[src/rtl/fetch_stage_if.sv]
// Fetch-stage bundle: instruction-memory port, hazard/redirect controls, IF/ID outputs and perf counters.
// master = fetch stage side, slave = surrounding core / memory side.
interface fetch_stage_if #(
    parameter int PC_W = 16
) ();
    logic [PC_W-1:0] imem_addr;
    logic [PC_W-1:0] imem_data;
    logic            imem_valid;
    logic            stall;
    logic            redirect;
    logic [PC_W-1:0] redirect_pc;
    logic [PC_W-1:0] instr_out;
    logic [PC_W-1:0] pc_out;
    logic            valid_out;
    logic            halted;
    logic [15:0]     fetch_cnt;
    logic [15:0]     bubble_cnt;

    modport master (
        output imem_addr,
        input  imem_data,
        input  imem_valid,
        input  stall,
        input  redirect,
        input  redirect_pc,
        output instr_out,
        output pc_out,
        output valid_out,
        output halted,
        output fetch_cnt,
        output bubble_cnt
    );

    modport slave (
        input  imem_addr,
        output imem_data,
        output imem_valid,
        output stall,
        output redirect,
        output redirect_pc,
        input  instr_out,
        input  pc_out,
        input  valid_out,
        input  halted,
        input  fetch_cnt,
        input  bubble_cnt
    );
endinterface

[src/rtl/fetch_stage.sv]
// Instruction fetch + IF/ID register; imem word reaches instr_out one edge later, redirect target two edges later.
// stall holds PC, IF/ID and state; HALT parks fetch until a redirect. Perf counters built only with FETCH_PERF_EN.
module fetch_stage #(
    parameter int              PC_W      = 16,
    parameter logic [PC_W-1:0] RESET_PC  = 16'h0000,
    parameter logic [PC_W-1:0] NOP_INSTR = 16'h0800,
    parameter logic [4:0]      HALT_OP   = 5'b00000
) (
    input  logic          clk,
    input  logic          rst,
    fetch_stage_if.master bus
);

    typedef enum logic {
        ST_RUN    = 1'b0,
        ST_HALTED = 1'b1
    } state_e;

    state_e          state_q, state_d;
    logic [PC_W-1:0] pc_q, pc_d;
    logic [PC_W-1:0] instr_q, instr_d;
    logic [PC_W-1:0] pcout_q, pcout_d;
    logic            vld_q, vld_d;
    logic            fetch_inc;
    logic            bubble_inc;
    logic [PC_W-1:0] pc_plus2;
    logic            is_halt;

    assign pc_plus2 = pc_q + PC_W'(2);
    assign is_halt  = (bus.imem_data[PC_W-1 -: 5] == HALT_OP);

    always_ff @(posedge clk or negedge rst) begin
        if (!rst) begin
            state_q <= ST_RUN;
            pc_q    <= RESET_PC;
            instr_q <= NOP_INSTR;
            pcout_q <= '0;
            vld_q   <= 1'b0;
        end else begin
            state_q <= state_d;
            pc_q    <= pc_d;
            instr_q <= instr_d;
            pcout_q <= pcout_d;
            vld_q   <= vld_d;
        end
    end

    // Priority: redirect > stall > halted > missing imem word > normal load.
    always_comb begin
        state_d    = state_q;
        pc_d       = pc_q;
        instr_d    = instr_q;
        pcout_d    = pcout_q;
        vld_d      = vld_q;
        fetch_inc  = 1'b0;
        bubble_inc = 1'b0;

        if (bus.redirect) begin
            pc_d       = bus.redirect_pc;
            instr_d    = NOP_INSTR;
            pcout_d    = '0;
            vld_d      = 1'b0;
            state_d    = ST_RUN;
            bubble_inc = 1'b1;
        end else if (bus.stall) begin
            // Full hold; deliberately not counted as a bubble.
        end else if (state_q == ST_HALTED || !bus.imem_valid) begin
            instr_d    = NOP_INSTR;
            vld_d      = 1'b0;
            bubble_inc = 1'b1;
        end else begin
            instr_d   = bus.imem_data;
            pcout_d   = pc_plus2;
            vld_d     = 1'b1;
            fetch_inc = 1'b1;
            if (is_halt) begin
                // PC parks on the HALT address so imem_addr stays put while halted.
                state_d = ST_HALTED;
            end else begin
                pc_d = pc_plus2;
            end
        end
    end

    assign bus.imem_addr = pc_q;
    assign bus.instr_out = instr_q;
    assign bus.pc_out    = pcout_q;
    assign bus.valid_out = vld_q;
    assign bus.halted    = (state_q == ST_HALTED);

`ifdef FETCH_PERF_EN
    logic [15:0] fetch_cnt_q, fetch_cnt_d;
    logic [15:0] bubble_cnt_q, bubble_cnt_d;

    always_comb begin
        fetch_cnt_d  = fetch_cnt_q;
        bubble_cnt_d = bubble_cnt_q;
        if (fetch_inc && fetch_cnt_q != 16'hFFFF) begin
            fetch_cnt_d = fetch_cnt_q + 16'd1;
        end
        if (bubble_inc && bubble_cnt_q != 16'hFFFF) begin
            bubble_cnt_d = bubble_cnt_q + 16'd1;
        end
    end

    always_ff @(posedge clk or negedge rst) begin
        if (!rst) begin
            fetch_cnt_q  <= '0;
            bubble_cnt_q <= '0;
        end else begin
            fetch_cnt_q  <= fetch_cnt_d;
            bubble_cnt_q <= bubble_cnt_d;
        end
    end

    assign bus.fetch_cnt  = fetch_cnt_q;
    assign bus.bubble_cnt = bubble_cnt_q;
`else
    logic perf_unused;
    assign perf_unused    = fetch_inc | bubble_inc;
    assign bus.fetch_cnt  = '0;
    assign bus.bubble_cnt = '0;
`endif

endmodule
[src/flat_wrapper.sv]
// flat-port wrapper written by rule: the top's interface ports become plain ports
module fetch_stage_flat 
#(
    parameter int              PC_W      = 16,
    parameter logic [PC_W-1:0] RESET_PC  = 16'h0000,
    parameter logic [PC_W-1:0] NOP_INSTR = 16'h0800,
    parameter logic [4:0]      HALT_OP   = 5'b00000
)
  (clk, rst, bus_imem_addr, bus_imem_data, bus_imem_valid, bus_stall, bus_redirect, bus_redirect_pc, bus_instr_out, bus_pc_out, bus_valid_out, bus_halted, bus_fetch_cnt, bus_bubble_cnt);
  fetch_stage_if #(.PC_W(PC_W)) bus_i ();
  input  logic clk;
  input  logic rst;
  output wire logic [$bits(bus_i.imem_addr)-1:0] bus_imem_addr;
  input wire logic [$bits(bus_i.imem_data)-1:0] bus_imem_data;
  input wire logic [$bits(bus_i.imem_valid)-1:0] bus_imem_valid;
  input wire logic [$bits(bus_i.stall)-1:0] bus_stall;
  input wire logic [$bits(bus_i.redirect)-1:0] bus_redirect;
  input wire logic [$bits(bus_i.redirect_pc)-1:0] bus_redirect_pc;
  output wire logic [$bits(bus_i.instr_out)-1:0] bus_instr_out;
  output wire logic [$bits(bus_i.pc_out)-1:0] bus_pc_out;
  output wire logic [$bits(bus_i.valid_out)-1:0] bus_valid_out;
  output wire logic [$bits(bus_i.halted)-1:0] bus_halted;
  output wire logic [$bits(bus_i.fetch_cnt)-1:0] bus_fetch_cnt;
  output wire logic [$bits(bus_i.bubble_cnt)-1:0] bus_bubble_cnt;
  assign bus_imem_addr = bus_i.imem_addr;
  assign bus_i.imem_data = bus_imem_data;
  assign bus_i.imem_valid = bus_imem_valid;
  assign bus_i.stall = bus_stall;
  assign bus_i.redirect = bus_redirect;
  assign bus_i.redirect_pc = bus_redirect_pc;
  assign bus_instr_out = bus_i.instr_out;
  assign bus_pc_out = bus_i.pc_out;
  assign bus_valid_out = bus_i.valid_out;
  assign bus_halted = bus_i.halted;
  assign bus_fetch_cnt = bus_i.fetch_cnt;
  assign bus_bubble_cnt = bus_i.bubble_cnt;
  fetch_stage #(.PC_W(PC_W), .RESET_PC(RESET_PC), .NOP_INSTR(NOP_INSTR), .HALT_OP(HALT_OP)) u_core (.clk(clk), .rst(rst), .bus(bus_i));
endmodule
[config.mk]
export PLATFORM = sky130hd
export DESIGN_NAME = fetch_stage_flat
export DESIGN_NICKNAME = d
export VERILOG_FILES = /design/src/rtl/fetch_stage_if.sv /design/src/rtl/fetch_stage.sv /design/src/flat_wrapper.sv
export SDC_FILE = /design/constraint.sdc
export NUM_CORES = 1
export LEC_CHECK = 0
export CORE_MARGIN = 2
export CORE_UTILIZATION = 30
export CTS_BUF_LIST = sky130_fd_sc_hd__clkbuf_8
export DETAILED_ROUTE_END_ITERATION = 10
export PLACE_DENSITY = 0.62
export SLEW_MARGIN = 20
export SYNTH_ARGS = -nofsm -noshare
export SYNTH_HDL_FRONTEND = slang
export SYNTH_SLANG_ARGS = --single-unit
[constraint.sdc]
create_clock -name clk -period 4.3 [get_ports clk]
set_input_delay 0.43 -clock clk [delete_from_list [all_inputs] [get_ports clk]]
set_output_delay 0.43 -clock clk [all_outputs]
set_load 0.05 [all_outputs]
Word level (Yosys, flattened, before mapping)
Cells that the tools add are included.

$add $sub $neg: 1. Eq/ne operators: 3. Mux-type cells: 17. Reduce and logical (&&, ||, !) cells: 7.

Operators by type and width (count): 16-bit two-way mux (10); 16-bit by 2-bit adder with 16-bit output, second input constant (1); 1-bit two-way mux (7); 3-bit AND reduction (2); 5-bit logical NOT (1); 2-bit != test, second input constant (2); 2-bit by 1-bit != test with 1-bit output, second input constant (1); 2-bit AND reduction (1); 2-bit nonzero test (1); 1-bit logical NOT (1); 1-bit logical OR (1).

Register bits after elaboration: 50. Input bits: 37. Word-level logic and storage cells: 33.

Longest topological paths before layout
Gate-level depths: netlist (run 1).

Word-level depth: 5. Mapped depth: 6. Depth with buffers taken out: 5.

Worst setup path before layout (run 1)
OpenSTA, ideal clock, no wires.

Path type: register to register. Start: reg u_core.pc_q[1], in the netlist u_core.bus.imem_addr[1]. End: reg u_core.pc_q[15], in the netlist u_core.bus.imem_addr[15]. Setup time: 0.082 ns. Arrival: 2.214 ns. Setup slack: 2.004 ns. Cell stages (with the launch flop): 7. Path buffers: 1. Period minus slack after synthesis: 2.296 ns. Cells stage by stage: dfrtp_1 -> ha_1 -> nand3_1 -> or3_1 -> buf_2 -> or4_1 -> a31oi_1.

Cells in the longest elaborated chain, start to end: 5.

Ends and longest elaborated chain: from (decl) (line fetch_stage.sv:20) `logic [PC_W-1:0] pc_q, pc_d;`; from (signal assigned) (line fetch_stage.sv:41) `pc_q <= pc_d;`; 16-bit by 2-bit adder with 16-bit output (line fetch_stage.sv:29) `assign pc_plus2 = pc_q + PC_W'(2);`; 16-bit two-way mux (line fetch_stage.sv:76) `if (is_halt) begin`; 16-bit two-way mux (line fetch_stage.sv:67) `end else if (state_q == ST_HALTED || !bus.imem_valid) begin`; 16-bit two-way mux (line fetch_stage.sv:65) `end else if (bus.stall) begin`; 16-bit two-way mux (line fetch_stage.sv:58) `if (bus.redirect) begin`.

No other way between the ends. The select of a mux whose other input is x is not followed. A chain may end at the register's enable or synchronous reset.

Final worst setup path (run 1)
Start: in bus_imem_data[12]. End: reg u_core.pc_q[14], in the netlist u_core.bus.imem_addr[14].

Cells in the longest elaborated chain, start to end: 3.

Ends and longest elaborated chain: from (decl) (line flat_wrapper.sv:14) `input wire logic [$bits(bus_i.imem_data)-1:0] bus_imem_data;`; 5-bit logical NOT (line fetch_stage.sv:30) `assign is_halt = (bus.imem_data[PC_W-1 -: 5] == HALT_OP);`; 2-bit != test (no source line); 3-bit AND reduction (no source line).

No other way between the ends.

==> results.tsv, run 1 <==
stage	metric	value	unit
floorplan	initial_utilization	31.3	%
place	dp_worst_setup_slack	1.50	ns
floorplan	die_height	97.1	microns
setup_path	required	4.48	ns
clock_tree	clk_pin_slew	0.08	ns
cells_and_area	nets	379	
sta	finalSetupTns	0	ns
global_routing	antenna_found_initial	0	
clock_tree	clock_latency	0.30	ns
global_routing	grt_overflow	0	
setup_path	r2r-end	u_core.bus.imem_addr[7]	
global_routing	top_usage_layer	met2	
synth	synth_edf_count	0	
power_and_ir_drop	vdd_ir_drop_max	0.130	mV
synth	async_flop_share	100	%
clock_tree	numCtsBuffers	5	
synth	ys_types	44	
sta	drv_slew	0	
global_routing	grt_pass1_wl	10300	microns
place	gp_congestion	0.774	
clock_tree	root_buffer	clkbuf_8	
clock_tree	cts_buffer_depth	2	
clock_tree	htreeDepth	2	
cells_and_area	drive_gt1_share	5.85	%
sta	finClkSkew	0.00663	ns
cells_and_area	fin_area	0.00351	sq mm
detailed_routing	firstDrtPassIters	4	
sta	worst_slew_pin_slew	0.888	ns
synth	synth_top_cell_by_area	dfrtp_1	
synth	avgSynthCellArea	9.82	sq um
clock_tree	cts_tree	built	
detailed_routing	drt_wl_total	6460	microns
setup_path	start_kind	primary input	
setup_path	timing.rr.start	u_core.bus.halted	
power_and_ir_drop	power_density	336	mW/mm^2
synth	synthCells	265	
detailed_routing	drc	0	
global_routing	grt_util_met2	21.3	%
synth	yosysSeqAreaShare	48.1	%
detailed_routing	via_per_inst	4.70	
clock_tree	ctsHoldBuffers	0	
global_routing	grt_pass1_vias	1966	
sta	fin_ws	1.84	ns
floorplan	num_rows	33	
status	run_status	finished, final reports clean	
place	hpwl	4640	microns
place	io_buffers	86	
cells_and_area	area_growth	35.0	%
sta	rsz0062_at_grt	no	
setup_path	critPathKind	primary input to flip-flop	
floorplan	dieArea	0.00943	sq mm
sta	finalHoldViolations	0	
sta	setup_viol	0	
detailed_routing	antenna_left	0	
run	drv_cap	0	
floorplan	die_w	97.1	microns
global_routing	grt_use_met1	17.9	%
floorplan	coreArea	0.00830	sq mm
sta	fin_crit	2.46	ns
clock_tree	cts_resized	0	
detailed_routing	post_drt_wl_per_cell	14.4	microns
sta	relSlewSlack	40.4	%
cells_and_area	diodes	0	
setup_path	crit_path_max_fanout	15	
synth	synth.top_cell.area_share	47.1	%
power_and_ir_drop	p_leak	1.47	nW
synth	syn-cell-area	0.00260	sq mm
clock_tree	postCtsSetupRepairBufs	0	
clock_tree	cts_num_sinks	50	
synth	ys_warn_count	0	
global_routing	use_met3	3.24	%
sta	max_freq	406	MHz
synth	ys_ff_latch	50	
floorplan	io_pins	119	
min_path	hp-class	primary input to asynchronous set/reset pin	
detailed_routing	drt_iter0_markers	88	
synth	synth_area_leaders	dfrtp_1, buf_4, a22o_1	
setup_path	critical_path_arrival	2.65	ns
place	place_area	0.00342	sq mm
global_routing	grt_max_degree	51	
place	dp_cells	439	
setup_path	r2r_setup_slack	2.12	ns
detailed_routing	vias	2100	
cells_and_area	stdcell_count	447	
global_routing	grt_use_total	13.3	%
sta	period_share	57.3	%
synth	ys.flop_type	dfrtp_1	
setup_path	rr_worst_depth	5	
setup_path	crit_path_end_kind	flip-flop	
==> Yosys cell counts, types with 2 or more instances <==
| master | instances |
|---|---|
| xor2_1 | 7 |
| buf_2 | 4 |
| nand3_1 | 9 |
| o21ai_0 | 16 |
| nor2_1 | 18 |
| or4_1 | 4 |
| o31ai_1 | 3 |
| clkbuf_1 | 15 |
| nor4_1 | 2 |
| a21oi_1 | 11 |
| and3_1 | 3 |
| nand2_1 | 15 |
| nand3b_1 | 2 |
| nor3_1 | 3 |
| and3_2 | 2 |
| inv_1 | 3 |
| a22o_1 | 15 |
| o211ai_1 | 5 |
| or3_1 | 5 |
| a211oi_1 | 6 |
| dfrtp_1 | 49 |
| xnor2_1 | 9 |
| buf_4 | 32 |
| a31oi_1 | 7 |
==> worst max path at each step <==
stage               cells after the start                        to  slack, ns                    start
global placement                        5  u_core.bus.imem_addr[14]       1.56        bus_imem_data[12]
CTS                                     5  u_core.bus.imem_addr[14]       1.82        bus_imem_data[12]
detailed placement                      5  u_core.bus.imem_addr[14]       1.50        bus_imem_data[12]
finish                                  5  u_core.bus.imem_addr[14]       1.84        bus_imem_data[12]
global route                            5  u_core.bus.imem_addr[10]       1.63        bus_imem_data[12]
floorplan                               6  u_core.bus.imem_addr[15]       2.00  u_core.bus.imem_addr[1]
==> state kept, by name, indices dropped and copies added (netlist names) <==
name,count
u_core.bus.halted,1
u_core.bus.imem_addr,16
u_core.bus.instr_out,16
u_core.bus.pc_out,16
u_core.bus.valid_out,1
==> critical path: stages <==
cell             delay (ns)
clkdlybuf4s50_1        0.42
or4_1                  0.65
o21ai_1                0.75
nor3b_1                0.13
o31a_1                 0.27
==> where the power goes <==
group | internal (mW) | switching (mW) | leakage (nW)
Clock | 0.127 | 0.148 | 0.0538
Combinational | 0.118 | 0.251 | 0.774
Sequential | 0.501 | 0.0357 | 0.643
==> area by class of cell <==
cell class | instances | area, sq um
multi-input cells | 192 | 1150
clock buffers | 6 | 82.6
repair buffers | 89 | 878
clock inverters | 2 | 7.51
fillers | 817 | 4790
inverters | 3 | 11.3
flip-flops and latches | 50 | 1250
well taps | 105 | 131
==> routing by layer <==
metal  up-vias  part of all wire, %  routed length, microns
li1       1032                    -                       -
met1       998                   46                    2950
met2        62                   48                    3120
met3         8                  4.6                     294
met4         0                  1.4                      93
met5         -                    0                       0
==> per-stage QoR <==
step           hold slack, ns  utilization (%)  power [mW]
2_1_floorplan           0.134                -       0.808
3_3_place_gp            0.451             41.2       0.913
3_5_place_dp            0.461             41.2       0.916
4_1_cts                 0.256             42.3        1.20
5_1_grt                 0.276             42.3        1.24
6_report                0.231             42.3        1.18
==> logic make-up (layout without fill, tap and decap cells) <==
| logic type | Yosys count | in the layout | synth area share, % |
|---|---|---|---|
| AOI/OAI and AO/OA | 69 | 69 | 17.7 |
| xor gates and xnor gates | 16 | 16 | 5.39 |
| adders and majority gates | 1 | 1 | 0.481 |
| buffers and inverters | 54 | 100 | 12.6 |
| DFF | 50 | 50 | 48.1 |
| muxes | 2 | 2 | 0.818 |
| other | 1 | 32 | 0.144 |
| and+or+nand+nor | 72 | 72 | 14.7 |
==> layout by cell type, fill, tap and decap left out, types with 2 or more instances in the layout <==
| cell | instances |
|---|---|
| nand2_1 | 15 |
| xnor2_1 | 9 |
| nor3_1 | 3 |
| conb_1 | 32 |
| buf_4 | 3 |
| inv_1 | 5 |
| o21ai_0 | 16 |
| a211oi_1 | 6 |
| clkbuf_8 | 6 |
| and3_2 | 2 |
| nor2_1 | 17 |
| o31ai_1 | 3 |
| a31oi_1 | 7 |
| or4_1 | 4 |
| o211ai_1 | 5 |
| and3_1 | 3 |
| a22o_1 | 15 |
| nor4_1 | 2 |
| dfrtp_1 | 49 |
| nand3_1 | 9 |
| nand3b_1 | 2 |
| or3_1 | 5 |
| clkdlybuf4s50_1 | 85 |
| xor2_1 | 7 |
| a21oi_1 | 11 |
Note: power is estimated with default switching activity, not from simulation.
==> run 2: changes to the inputs <==
- PLACE_DENSITY: 0.62 -> 0.65
- clock period: 4.3 -> 2.2 ns (I/O delays scaled with it)
==> results.tsv, run 2 (synthesis results as in run 1) <==
stage	metric	value	unit
cells_and_area	register_area	0.00125	sq mm
clock_tree	htreeDepth	2	
sta	finalSetupTns	0	ns
sta	worst_slew_pin_slew	0.713	ns
setup_path	start_kind	flip-flop	
clock_tree	root_buffer	clkbuf_8	
global_routing	antenna_found_initial	0	
cells_and_area	fill_cells	797	
power_and_ir_drop	total_power	2.36	mW
cells_and_area	multi_input_area	0.00115	sq mm
detailed_routing	drt_wl_total	6580	microns
detailed_routing	antenna_left	0	
floorplan	num_rows	33	
detailed_routing	via_per_inst	4.70	
global_routing	grt_overflow	0	
cells_and_area	final_cell_mix	clkdlybuf4s50_1, dfrtp_1, conb_1, nor2_1, o21ai_0	
cells_and_area	diodes	0	
sta	setup_viol	0	
global_routing	grt_pass1_wl	10600	microns
setup_path	critical_path_arrival	2.26	ns
sta	max_freq	494	MHz
setup_path	critPathKind	flip-flop to flip-flop	
power_and_ir_drop	vdd_ir_drop_max	0.228	mV
place	hpwl	4890	microns
floorplan	initial_utilization	31.3	%
global_routing	grt_use_total	13.8	%
clock_tree	clock_latency	0.31	ns
status	run_status	finished, final reports clean	
clock_tree	numCtsBuffers	5	
floorplan	die_height	97.1	microns
setup_path	crit_path_max_fanout	8	
run	drv_cap	0	
setup_path	required	2.44	ns
detailed_routing	drt_iter0_markers	74	
sta	hold_ws	0.421	ns
detailed_routing	vias	2140	
cells_and_area	nets	387	
cells_and_area	fin_area	0.00361	sq mm
place	gp_congestion	0.759	
global_routing	grt_max_degree	51	
clock_tree	clk_pin_slew	0.10	ns
global_routing	grt_pass1_vias	1983	
floorplan	die_w	97.1	microns
floorplan	io_pins	119	
clock_tree	cts_tree	built	
cells_and_area	area_growth	38.8	%
cells_and_area	final_common_cell	clkdlybuf4s50_1	
setup_path	crit_path_end_kind	flip-flop	
cells_and_area	drive_gt1_share	8.86	%
floorplan	dieArea	0.00943	sq mm
sta	finalHoldViolations	0	
sta	finClkSkew	0.00895	ns
clock_tree	cts_buffer_depth	2	
detailed_routing	post_drt_wl_per_cell	14.5	microns
clock_tree	cts_num_sinks	50	
floorplan	coreArea	0.00830	sq mm
power_and_ir_drop	p_leak	1.51	nW
sta	period_share	92.0	%
sta	relSlewSlack	52.2	%
place	place_area	0.00350	sq mm
sta	drv_slew	0	
sta	fin_crit	2.02	ns
detailed_routing	firstDrtPassIters	4	
min_path	hp-class	primary input to asynchronous set/reset pin	
power_and_ir_drop	power_density	653	mW/mm^2
place	io_buffers	86	
sta	rsz0062_at_grt	no	
detailed_routing	drc	0	
==> run 2: changes by cell type in the layout (fill, tap and decap cells not counted), sizes merged <==
cell         previous run  this run
clkinvlp                0         1
clkinv                  0         1
buf                     4        11
inv                     5         3
dlygate4sd3             0         1
==> run 2: cell type report <==
type / count / area share (%)
inverter: 3 / 0.312
clock buffer: 6 / 2.29
sequential: 50 / 34.8
clock inverter: 2 / 0.347
multi-input combinational: 192 / 31.9
tap: 105 / 3.64
timing repair buffer: 97 / 26.8
==> run 2: power breakdown <==
part,total [mW],internal (mW),switching [mW]
Sequential,1.05,0.979,0.0705
Clock,0.566,0.253,0.313
Combinational,0.739,0.245,0.494
Total,2.36,1.48,0.878
==> run 2: through the flow <==
stage	setup WS, ns	util (%)	cells
6_report	0.176	43.5	455
3_5_place_dp	0.0808	42.1	446
2_1_floorplan	0.0423	-	296
4_1_cts	0.112	43.4	455
5_1_grt	0.0635	43.5	455
3_3_place_gp	0.114	42.1	446
==> run 2: worst paths after layout <==
| check | start | end | slack (ns) | cells after the start |
|---|---|---|---|---|
| min in group clk | bus_redirect_pc[15] | u_core.bus.imem_addr[15] | 0.47 | 3 |
| worst max register to register | u_core.bus.imem_addr[1] | u_core.bus.imem_addr[15] | 0.18 | 5 |
| worst min register to register | u_core.bus.instr_out[11] | u_core.bus.instr_out[11] | 0.47 | 2 |
| max in group asynchronous | rst | u_core.bus.instr_out[11] | 1.50 | 3 |
| worst min-delay path | rst | u_core.bus.pc_out[5] | 0.42 | 3 |
| worst max-delay path | u_core.bus.imem_addr[1] | u_core.bus.imem_addr[15] | 0.18 | 5 |
==> run 2: per-layer routing <==
| metal | wire [microns] | vias to the layer above | GRT usage, % |
|---|---|---|---|
| met2 | 3300 | 69 | 23.6 |
| met5 | 0 | - | 0 |
| met1 | 2840 | 1017 | 17.6 |
| met3 | 354 | 7 | 3.02 |
| li1 | - | 1047 | - |
| met4 | 82 | 0 | 3.90 |
==> run 2: what timing repair did <==
item | in CTS | in global routing
hold endpoints to repair | 49 | 0
hold buffers | 1 | 0
resized for setup | 0 | 1
setup endpoints to repair | 0 | 1
buffers inserted | 0 | 0
==> run 2: worst max-delay path, cell delays in order, from the launching register on <==
cell,delay [ns]
dfrtp_2,0.43
ha_1,0.26
nand3_1,0.17
or3_4,0.46
or4_1,0.47
a31oi_1,0.16
==> run 3: changes to the inputs <==
- HOLD_SLACK_MARGIN: default -> 0.02
- TNS_END_PERCENT: default -> 20
==> results of run 3 <==
Same layout as run 2: the final DEF is identical, and so are final timing and power.
==> edit (flow settings as in run 3) <==
`NOP_INSTR` is set to 16'h0800 in 2 places; all go to 16'h0600.
--- a/src/rtl/fetch_stage.sv
+++ b/src/rtl/fetch_stage.sv
@@ -3,7 +3,7 @@
 module fetch_stage #(
     parameter int              PC_W      = 16,
     parameter logic [PC_W-1:0] RESET_PC  = 16'h0000,
-    parameter logic [PC_W-1:0] NOP_INSTR = 16'h0800,
+    parameter logic [PC_W-1:0] NOP_INSTR = 16'h0600,
     parameter logic [4:0]      HALT_OP   = 5'b00000
 ) (
     input  logic          clk,
--- a/src/flat_wrapper.sv
+++ b/src/flat_wrapper.sv
@@ -3,7 +3,7 @@
 #(
     parameter int              PC_W      = 16,
     parameter logic [PC_W-1:0] RESET_PC  = 16'h0000,
-    parameter logic [PC_W-1:0] NOP_INSTR = 16'h0800,
+    parameter logic [PC_W-1:0] NOP_INSTR = 16'h0600,
     parameter logic [4:0]      HALT_OP   = 5'b00000
 )
   (clk, rst, bus_imem_addr, bus_imem_data, bus_imem_valid, bus_stall, bus_redirect, bus_redirect_pc, bus_instr_out, bus_pc_out, bus_valid_out, bus_halted, bus_fetch_cnt, bus_bubble_cnt);
Behaviour: not the same (Yosys sat finds a counterexample within 4 cycles, from zero or initial values and one cycle with rst low).
==> edit against run 3 <==
- area after synthesis about the same
- first-iteration DRC count increased by 62%
- routed wire length is 0.26% higher
- worst hold slack improved by 0.032 ns
- synthesized cell count fell by 0.75%
- combinational power rose by 3.0%
- count of clock-buffer cells in the layout decreased by 1
- final area is 0.21% lower
- sequential cell count stayed put
- setup slack got worse by 0.028 ns
- total power down 2.0%
- largest cell class unchanged
- largest power group unchanged
==> edit: results (changes against run 3) <==
| Metric | Value |
|---|---|
| Status | complete, no violations |
| Crit path arrival time | 2.28 ns (+0.02 ns) |
| Pin count of the biggest net entering global routing | 27 (-47%) |
| VDD IR max | 349 µV (+53%) |
| Placed cell area | 3510 µm² (+0.36%) |
| Diodes inserted | 0 (unchanged) |
| Placer congestion estimate | 0.781 (+3.0%) |
| DP HPWL | 5010 µm (+2.3%) |
| Largest cells by area after synthesis | dfrtp_1 (46%), buf_4 (9.2%), a22o_1 (4.7%) |
| Initial antenna violation count | 0 (unchanged) |
| Library cells used by synthesis | 46 (+4.5%) |
| Final #Nets | 389 (+0.52%) |
| Worst min path class | input pin to async pin |
| Top cell types by occurrence after synthesis | dfrtp_1 (48), buf_4 (32), nor2_1 (18) |
| YS warnings | 0 (unchanged) |
| Final Skew | 0.00777 ns (-0.00119 ns) |
| LEAKAGE | 0.00151 µW (about the same) |
| Worst hold margin | 0.453 ns (+0.0321 ns) |
| CTS Buf Count | 5 (unchanged) |
| Drt initial violations | 120 (+62%) |
| Vias in the first global route | 2111 (+6.5%) |
| Reg2reg setup slack | 0.15 ns (-0.03 ns) |
| First-pass GRT wire length | 10700 µm (+1.1%) |
| Crit path max fanout | 8 (unchanged) |
| CTS clk-pin slew, worst paths | 0.09 ns |
| Tightest Pin Transition | 0.618 ns (-0.0958 ns) |
| Final setup fails | 0 (unchanged) |
| Drt wl/cell | 14.4 µm (-0.18%) |
| Share of layout cells above drive strength 1 | 8.52% (-0.33 points) |
| IO buf count | 86 (unchanged) |
| Sequential area share after synthesis | 48.2% (+0.095 points) |
| Via count | 2156 (+0.75%) |
| Synth async-reset ratio | 100% (unchanged) |
| Max Buffers Root-to-Sink | 2 (unchanged) |
| Gr usage total | 13.8% (about the same) |
| H-tree levels | 2 (unchanged) |
| Top_reg_cell synth | dfrtp_1 |
## edit: final cells by class
class                      count  area [µm²]
inverter                       2        7.51
clock buffer                   5        68.8
multi-input combinational    192        1150
clock inverter                 3        11.3
tap                          105         131
fill                         800        4700
sequential                    50        1260
timing repair buffer         100         976
## edit: kinds of logic after synthesis
group           after synthesis  share of synthesized area, %
fa+ha+maj                     1                         0.481
other cells                   1                         0.144
buf+inv                      52                          12.3
compound gates               69                          18.0
flops                        50                          48.2
mux                           2                         0.818
xor+xnor                     16                          5.39
simple gates                 72                          14.6
## edit: repair_timing
item | CTS | global route
buffers inserted | 0 | 0
endpoints found under the hold margin | 22 | 0
hold buffers | 1 | 0
gates resized for setup | 0 | 0
## edit: routing by layer
layer,share of wire (%),track usage (%)
met4,1.1,3.36
met2,49,22.2
met3,5.4,3.53
met1,44,18.7
met5,0,0
## edit: where the power goes
group          switching (µW)  internal [µW]
Combinational             508            253
Clock                     294            213
Sequential               61.0            980
## edit: worst max-delay path: stages, from the launching register on
cell     delay, ns
dfrtp_2       0.41
ha_1          0.24
nand3_1       0.15
or3_1         0.50
or4_1         0.49
a31oi_1       0.18
## edit: final timing paths
check,from,endpoint,depth (start not counted)
setup / recovery,u_core.bus.imem_addr[2]$_DFFE_PN0P_,u_core.bus.imem_addr[15]$_DFFE_PN0P_,5
hold / removal,rst,u_core.bus.instr_out[14]$_DFFE_PN0P_,2
setup reg to reg,u_core.bus.imem_addr[2]$_DFFE_PN0P_,u_core.bus.imem_addr[15]$_DFFE_PN0P_,5
hold reg to reg,u_core.bus.valid_out$_DFFE_PN0P_,u_core.bus.valid_out$_DFFE_PN0P_,1
max in group asynchronous,rst,u_core.bus.halted$_DFFE_PN0P_,3
min in group clk,bus_redirect_pc[2],u_core.bus.imem_addr[2]$_DFFE_PN0P_,3
## edit: metrics by stage
| stage | std cells | setup slack, ns |
|---|---|---|
| 6_report | 457 | 0.148 |
| 5_1_grt | 457 | 0.0710 |
| 4_1_cts | 457 | 0.146 |
| 3_5_place_dp | 448 | 0.0650 |
| 3_3_place_gp | 448 | 0.102 |
| 2_1_floorplan | 294 | 0.0423 |
